## src/rtl/conv_8x32_maxpool_ctrl.sv

```systemverilog
// conv_8x32_maxpool_ctrl: streaming max-pool over WINDOW unsigned samples.
// Samples arrive on a valid/ready input; one result per window leaves on a
// valid/ready output. Define CONV_MAXPOOL_ARGMAX_EN to also report the
// position of the maximum (idx_out); without it only the maximum is kept.

// Unsigned strict less-than, shared by the accumulate path.
module conv_8x32_comp_less #(
  parameter int W = 8
) (
  input  logic [W-1:0] a_in,
  input  logic [W-1:0] b_in,
  output logic         lt_out
);
  assign lt_out = (a_in < b_in);
endmodule

module conv_8x32_maxpool_ctrl #(
  parameter  int DATA_WIDTH = 8,
  parameter  int WINDOW     = 4,
  localparam int IDX_W      = (WINDOW > 1) ? $clog2(WINDOW) : 1
) (
  input  logic                  clk,
  input  logic                  rst,
  input  logic                  clear,
  input  logic [DATA_WIDTH-1:0] in_data,
  input  logic                  in_valid,
  output logic                  in_ready,
  output logic [DATA_WIDTH-1:0] max_out,
`ifdef CONV_MAXPOOL_ARGMAX_EN
  output logic [IDX_W-1:0]      idx_out,
`endif
  output logic                  out_valid,
  input  logic                  out_ready
);

  typedef enum logic [1:0] {IDLE, ACCUM, DONE} state_t;

  // Index of the last sample of a window.
  localparam logic [IDX_W-1:0] LAST = IDX_W'(WINDOW - 1);

  state_t                state, state_nxt;
  logic                  rst_done;
  logic                  accept;
  logic                  lt;
  logic [IDX_W-1:0]      cnt;
  logic [DATA_WIDTH-1:0] max_reg;
`ifdef CONV_MAXPOOL_ARGMAX_EN
  logic [IDX_W-1:0]      idx_reg;
`endif

  assign accept  = in_valid && in_ready;
  assign max_out = max_reg;
`ifdef CONV_MAXPOOL_ARGMAX_EN
  assign idx_out = idx_reg;
`endif

  // Single comparator: does the incoming sample beat the running maximum?
  conv_8x32_comp_less #(.W(DATA_WIDTH)) u_comp (
    .a_in   (max_reg),
    .b_in   (in_data),
    .lt_out (lt)
  );

  // State register.
  always_ff @(posedge clk or posedge rst) begin
    // NOTE: clocked state uses non-blocking (<=) so every register samples
    // pre-edge values regardless of statement order.
    if (rst) state <= IDLE;
    else     state <= state_nxt;
  end

  // Next-state and handshake outputs; clear wins over any handshake.
  always_comb begin
    // NOTE: every output gets a default first so no path leaves it unassigned
    // (which would infer a latch).
    state_nxt = state;
    in_ready  = 1'b0;
    out_valid = 1'b0;
    case (state)
      IDLE: begin
        in_ready = rst_done;
        if (in_valid && rst_done) state_nxt = (WINDOW == 1) ? DONE : ACCUM;
      end
      ACCUM: begin
        in_ready = rst_done;
        if (in_valid && rst_done && cnt == LAST) state_nxt = DONE;
      end
      DONE: begin
        out_valid = 1'b1;
        if (out_ready) state_nxt = IDLE;
      end
      default: state_nxt = IDLE;
    endcase
    if (clear) state_nxt = IDLE;
  end

  // Keeps in_ready low until the first edge after reset is released.
  always_ff @(posedge clk or posedge rst) begin
    if (rst) rst_done <= 1'b0;
    else     rst_done <= 1'b1;
  end

  // Datapath: sample counter, running maximum and (optionally) its position.
  always_ff @(posedge clk or posedge rst) begin
    if (rst) begin
      cnt     <= '0;
      max_reg <= '0;
`ifdef CONV_MAXPOOL_ARGMAX_EN
      idx_reg <= '0;
`endif
    end else if (clear) begin
      cnt     <= '0;
      max_reg <= '0;
`ifdef CONV_MAXPOOL_ARGMAX_EN
      idx_reg <= '0;
`endif
    end else if (accept) begin
      if (state == IDLE) begin
        // First sample always seeds the maximum.
        max_reg <= in_data;
        cnt     <= (WINDOW == 1) ? '0 : IDX_W'(1);
`ifdef CONV_MAXPOOL_ARGMAX_EN
        idx_reg <= '0;
`endif
      end else begin
        // Strict compare so ties keep the earliest position.
        if (lt) begin
          max_reg <= in_data;
`ifdef CONV_MAXPOOL_ARGMAX_EN
          idx_reg <= cnt;
`endif
        end
        cnt <= (cnt == LAST) ? '0 : cnt + 1'b1;
      end
    end
  end

endmodule

```

## config.mk

```make
export PLATFORM = sky130hd
export DESIGN_NAME = conv_8x32_maxpool_ctrl
export DESIGN_NICKNAME = d
export VERILOG_FILES = /design/src/rtl/conv_8x32_maxpool_ctrl.sv
export SDC_FILE = /design/constraint.sdc
export NUM_CORES = 1
export LEC_CHECK = 0
export ABC_AREA = 1
export CAP_MARGIN = 40
export CORE_UTILIZATION = 48
export CTS_CLUSTER_SIZE = 14
export DETAILED_ROUTE_END_ITERATION = 8
export PLACE_DENSITY = 0.78
export SYNTH_ARGS = -nofsm -noshare
export SYNTH_HDL_FRONTEND = slang
export SYNTH_HIERARCHICAL = 1
export SYNTH_SLANG_ARGS = --single-unit
```

## constraint.sdc

```tcl
create_clock -name clk -period 1.8 [get_ports clk]
set_input_delay 0.36 -clock clk [delete_from_list [all_inputs] [get_ports clk]]
set_output_delay 0.36 -clock clk [all_outputs]
set_load 0.005 [all_outputs]
```

Word level (Yosys, flattened, before mapping) --
Cells that the tools add are included.
Operators by class: $add $sub $neg 1, order comparisons 1, equal/unequal tests 6, mux-type cells 15, reductions and logical operators 9
Operators with widths (count):
- 2-to-1 mux 8 bit | 4
- 2-to-1 mux 2 bit | 8
- inequality test 3 bit (second input constant) | 3
- < comparator 8 bit | 1
- case mux 2 bit (3 select lines) | 1
- == test 2 bit (second input constant) | 2
- logical AND 1 bit | 3
- AND reduction 3 bit | 1
- nonzero test 3 bit | 1
- adder 2 x 1 -> 2 bit (second input constant) | 1
- == test 2 x 1 -> 1 bit (second input constant) | 1
- zero test 2 bit | 1
- 2-to-1 mux 1 bit | 2
- AND reduction 2 bit | 1
- nonzero test 2 bit | 1
- OR reduction 2 bit | 1
Storage, ports and cells: bits in registers 13, input port bits 13, output and inout bits 10, word-level logic and storage cells 36

Logic depth before layout (Yosys ltp) --
Gate-level depths: netlist of run 1.
depth after elaboration 6, mapped depth 12, mapped depth without buffers 12

By module --
Netlist of run 1, hierarchy kept.
By module, submodules not included:
- conv_8x32_maxpool_ctrl | times used 1, cells an instance 84, area each 716.9 sq um, seq. area each 325.3 sq um
- conv_8x32_comp_less | times used 1, cells an instance 31, area each 191.4 sq um, seq. area each 0.0 sq um

Worst setup path after synthesis of run 1 --
Ideal clock, no wire load.
kind register -> register, start point reg max_reg[7], in the netlist max_out[7], end point reg max_reg[1], in the netlist max_out[1], library setup time 0.065 ns, arrival time 1.405 ns, data required time 1.735 ns, setup slack 0.330 ns, stages on the path, launching flop included 10, path buffers 0, clock period less this slack 1.470 ns, cell sequence dfrtp_1 > ha_1 > nand2_1 > o21ai_1 > a21oi_2 > nor2_1 > nand2_4 > nand2_4 > nand2_1 > nand2_1
Between the ends: longest elaborated chain between the ends 3
Ends and longest elaborated chain:
- from (decl) | line 46 | logic [DATA_WIDTH-1:0] max_reg;
- from (signal assigned) | line 120 | max_reg <= in_data;
- from (signal assigned) | line 128 | max_reg <= in_data;
- < comparator 8 bit | line 14 | assign lt_out = (a_in < b_in);
- net lt | line 44 | logic lt;
- nonzero test 3 bit (no line)
- AND reduction 2 bit (no line)
The timed path passes the listed nets, and every way through them passes these cells. A chain may end at the register's enable or synchronous reset.

Worst setup path in the final report of run 1 --
start point in in_data[7], end point reg max_reg[5], in the netlist max_out[5]
Between the ends: longest elaborated chain between the ends 3
Ends and longest elaborated chain:
- from (decl) | line 25 | input logic [DATA_WIDTH-1:0] in_data,
- < comparator 8 bit | line 14
- net lt | line 44
- nonzero test 3 bit (no line)
- AND reduction 2 bit (no line)
The timed path passes the listed nets, and every way through them passes these cells.

==> impl_metrics.yaml, run 1 <==
setup_path:
  rr_startpoint: "max_out[1]"
  arrival_ns: 1.91
  cp_top_family: "buffers and inverters"
  cp_max_fo: 8
  rr_worst_depth: 11
  slowest_delay_ns: 0.48
  worstSetupStartpointType: "input port"
  path_class: "in -> reg"
  worst-path-buf-inv: 2
  reg2reg_to: "max_out[5]"
  r2r_setup_slack_ns: 0.18
  worstPathRequired_ns: 1.98
  cp_slowest_cell: "clkdlybuf4s50_1"
  crit_chain: "clkdlybuf4s50_1 > inv_1 > ha_4 > a21oi_2 > o21ai_2 > a21oi_2 > nor2_4 > nand2_4 > nand2_8 > nand2_1 > nand2_1"
  critPathCaptureType: "register"
floorplanning:
  die_area_um2: 2070
  rows: 15
  die_h_um: 45.50
  start_util_pct: 52.04
  io_pins: 23
  core-area_um2: 1745
  die_w_um: 45.50
status:
  status: "finished clean"
cts:
  clk_pin_slew_ns: 0.09
  cts_sinks: 13
  cts_tree: "yes"
  cts_setup_buffers: 0
  cts-htree-levels: 1
  clock_path_buffers: 2
  cts_root_buffer: "clkbuf_4"
  cts_hold_buf: 0
  cts_buffers: 3
  insertion_delay_ns: 0.28
route:
  drc: 0
  vias_per_cell: 4.749
  vias: 812
  first_pass_iters: 4
  drt_iter0_markers: 16
  wl_um: 2013
  wire_per_inst_um: 11.77
  antenna_left: 0
yosys:
  syn_area_um2: 908.4
  synthXorXnorAreaFrac_pct: 0
  synth-edff-count: 0
  ys_warn_count: 6
  syn-num-nets: 136
  ys_seq_elements: 13
  synth_compound_area_share_pct: 5.647
  synth-simple-area-share_pct: 36.64
  async_flop_share_pct: 100.0
  synth.area.mux_share_pct: 0
  syn_inst: 115
  avgSynthCellArea_um2: 7.899
  seq_area_frac_synth_pct: 35.81
  ys.flop_type: "dfrtp_1"
  synth_cell_types: 21
  synthAdderAreaFrac_pct: 11.02
  synth_top_family_by_area: "simple AND/OR/NAND/NOR gates"
place:
  hpwl_um: 1445
  place.port_buffers: 22
  gp_congestion: 0.8790
  dp_slack_ns: -0.3765
global_route:
  grt_remaining_overflow: 0
  grt_max_degree: 14
  grt_util_all_layers_pct: 20.40
  grt_pass1_vias: 750
  antenna_found_initial: 0
  grt_pass1_wl_um: 3029
power:
  p_leak_nw: 0.6654
  power_density_nw_per_um2: 857.8
  vdd_drop_max_mv: 0.5245
  totalPowerFinal_mw: 1.108
sta:
  min_period_over_period_pct: 96.54
  setup_tns_ns: 0
  finClkSkew_ns: 0.003054
  finalSetupViolCount: 0
  min_period_ns: 1.738
  timing.fmax_ghz: 0.5755
  final-hold-violation-count: 0
  relSlewSlack_pct: 65.74
  finalWorstSetupSlack_ns: 0.06226
  tightest_slew_ns: 0.5133
  slew_violations: 0
cells_and_area:
  final_cell_mix: "36 x nand2_1, 20 x clkdlybuf4s50_1, 13 x dfrtp_1, 10 x inv_1, 8 x nand3b_1"
  areaGrowthSynthToFinish_pct: 42.15
  final_common_cell: "nand2_1"
  seq_area_um2: 325.3
  layout.nets: 168
  fillers: 141
  n_antenna_cell: 0
  drive_above_1_share_pct: 26.71
  multi_input_comb_area_um2: 570.5
hold_path:
  min_path_type: "in -> async"
job:
  cap_violations: 0
worst register-to-register path, cell delays in order (launching register included):
cell     delay, ns
dfrtp_1       0.41
ha_1          0.30
nand2_1       0.07
nand2_1       0.05
nand2_1       0.05
nand2_1       0.07
a21oi_2       0.19
nor2_4        0.06
nand2_4       0.12
nand2_8       0.08
nand2_1       0.07
nand2_1       0.05
power by group:
part           internal, mW  switching, mW  total (mW)
combinational         0.238          0.259       0.498
clock                0.0860          0.104       0.190
sequential            0.353         0.0669       0.420
what timing repair did:
item | CTS | global route
pin swaps | 4 | 6
gates resized for setup | 3 | 12
gates cloned | 0 | 1
endpoints found under the setup margin | 8 | 8
per-layer routing:
layer  global-route usage (%)  wire (um)  vias to the layer above
met1                    27.32        937                      365
met4                    5.455         18                        0
met2                    33.71        994                       20
met3                    3.571         62                        4
met5                        0          0                        -
li1                         -          -                      423
sequential cells by signal (all words and copies together) (netlist names):
signal	count
max_out	8
cnt	2
state	2
rst_done	1
synthesized netlist by cell type (3+ instances only):
library cell	instances	area share, %
nand2_4	3	3.7
nand2_1	39	16
inv_2	5	2.1
inv_1	10	4.1
nand2_2	3	2.1
ha_1	8	11
nand3_1	3	1.7
dfrtp_1	13	36
nor2_1	7	2.9
nand3b_1	8	6.6
kinds of logic after synthesis:
family | Yosys count
and+or+nand+nor | 67
buffers and inverters | 18
DFF | 13
AOI/OAI and AO/OA | 8
adders and majority gates | 8
other | 1
final cells by class:
cell class	instances	share of cell area, %
Clock buffer	4	2.035
Tap cell	25	2.422
Inverter	16	5.233
Sequential cell	13	25.19
Timing Repair Buffer	28	20.93
Multi-Input combinational cell	85	44.19
worst max-delay path by stage:
stage                          start          to  slack (ns)  depth (start not counted)
after floorplan           max_out[7]  max_out[1]        0.33                          9
after global placement    in_data[7]  max_out[1]       -0.30                         11
after global routing      in_data[6]  max_out[5]       -0.03                         11
after CTS                 in_data[7]  max_out[2]      0.0003                         11
final                     in_data[7]  max_out[5]        0.06                         11
after detailed placement  in_data[7]  max_out[0]       -0.38                         11
stage by stage:
stage | area [um2] | cells | util, % | hold WS, ns
after CTS | 1212 | 170 | 69.46 | 0.4291
after floorplan | 908.4 | 115 | - | 0.2370
after global routing | 1291 | 171 | 73.98 | 0.4582
after detailed placement | 1177 | 166 | 67.46 | 0.4851
after global placement | 1177 | 166 | 67.46 | 0.4788
final | 1291 | 171 | 73.98 | 0.3996
(Power assumes the default switching activity.)
==> run 2: changes to the inputs <==
Settings changed: CORE_UTILIZATION 48 to 60, DONT_BUFFER_PORTS from default to 1, PLACE_DENSITY 0.78 to 0.76, SETUP_SLACK_MARGIN from default to 0.02.
==> impl_metrics.yaml, run 2 (synthesized netlist as in run 1, its figures left out) <==
place:
  hpwl_um: 1196
  dp_cells: 128
  post_dp_cell_area_um2: 899.6
  place.port_buffers: 0
  gp_congestion: 0.8335
  dp_slack_ns: 0.1909
sta:
  setup_tns_ns: 0
  slew_violations: 0
  finalWorstSetupSlack_ns: 0.1680
  min_period_ns: 1.632
  timing.fmax_ghz: 0.6127
  finClkSkew_ns: 0.006137
  final-hold-violation-count: 0
  grt_setup_unrepaired: "false"
  min_period_over_period_pct: 90.67
  holdWs_ns: 0.2861
  finalSetupViolCount: 0
route:
  wl_um: 1570
  drt_iter0_markers: 20
  first_pass_iters: 4
  vias_per_cell: 5.331
  wire_per_inst_um: 11.80
  drc: 0
  vias: 709
  antenna_left: 0
power:
  power_density_nw_per_um2: 966.8
  totalPowerFinal_mw: 0.9048
  vdd_drop_max_mv: 0.7980
  p_leak_nw: 0.5340
cts:
  cts_buffers: 3
  cts_tree: "yes"
  clock_path_buffers: 2
  insertion_delay_ns: 0.28
  cts_setup_buffers: 0
  cts_root_buffer: "clkbuf_4"
  cts_sinks: 13
  cts-htree-levels: 1
  clk_pin_slew_ns: 0.08
setup_path:
  critPathCaptureType: "register"
  path_class: "reg -> reg"
  arrival_ns: 1.84
  worstPathRequired_ns: 2.01
  cp_max_fo: 9
  worstSetupStartpointType: "register"
floorplanning:
  die_w_um: 40.91
  io_pins: 23
  start_util_pct: 67.28
  core-area_um2: 1350
  die_h_um: 40.91
  die_area_um2: 1674
  rows: 13
cells_and_area:
  largest_reg_flops: 8
  areaGrowthSynthToFinish_pct: 3.030
  design_area_um2: 935.9
  layout.nets: 140
  final_common_cell: "nand2_1"
  final_cell_mix: "39 x nand2_1, 13 x dfrtp_1, 10 x inv_1, 8 x nand3b_1, 8 x ha_1"
  drive_above_1_share_pct: 18.64
  n_antenna_cell: 0
  fin_cells: 133
  final_util_pct: 69.32
global_route:
  grt_max_degree: 14
  antenna_found_initial: 0
  grt_remaining_overflow: 0
  grt_pass1_vias: 606
  grt_pass1_wl_um: 2352
  grt_util_all_layers_pct: 22.08
job:
  cap_violations: 0
hold_path:
  min_path_type: "in -> reg"
status:
  status: "finished clean"
run 2: worst max-delay path, stage by stage, from the launching register on:
cell and delay [ns]:
dfrtp_1 0.41, ha_1 0.33, nand2_1 0.08, o21ai_1 0.18, a21oi_2 0.05, nor2_1 0.17
nand2_4 0.12, nand2_4 0.12, nand2_1 0.06, nand2_1 0.06
run 2: worst paths after layout:
path	cells after the start	slack, ns	end	startpoint
max in group asynchronous	2	0.92	rst_done	rst
min in group asynchronous	2	0.55	max_out[0]	rst
min reg2reg	2	0.50	cnt[1]	cnt[1]
max reg2reg	9	0.17	max_out[1]	max_out[7]
min	3	0.29	state[1]	clear
max	9	0.17	max_out[1]	max_out[7]
run 2: routing by layer:
metal | vias up | routed length [um] | GRT usage, %
met1 | 310 | 739 | 26.76
met2 | 26 | 653 | 32.42
met3 | 6 | 131 | 9.239
met5 | - | 0 | 0
met4 | 0 | 46 | 12.50
li1 | 367 | - | -
run 2: cell type report:
class	instances	area (um2)
Tap cell	15	18.77
Inverter	16	67.56
Clock buffer	4	26.28
Sequential cell	13	325.3
Fill cell	113	414.1
Timing Repair Buffer	1	10.01
Multi-Input combinational cell	84	488.0
run 2: what timing repair did:
item	in CTS	in global routing
hold buffers	1	0
resized for setup	0	0
endpoints found under the hold margin	7	0
run 2: where the power goes:
group / switching, mW / internal, mW
combinational: 0.196 / 0.115
clock: 0.0907 / 0.0860
sequential: 0.0638 / 0.353
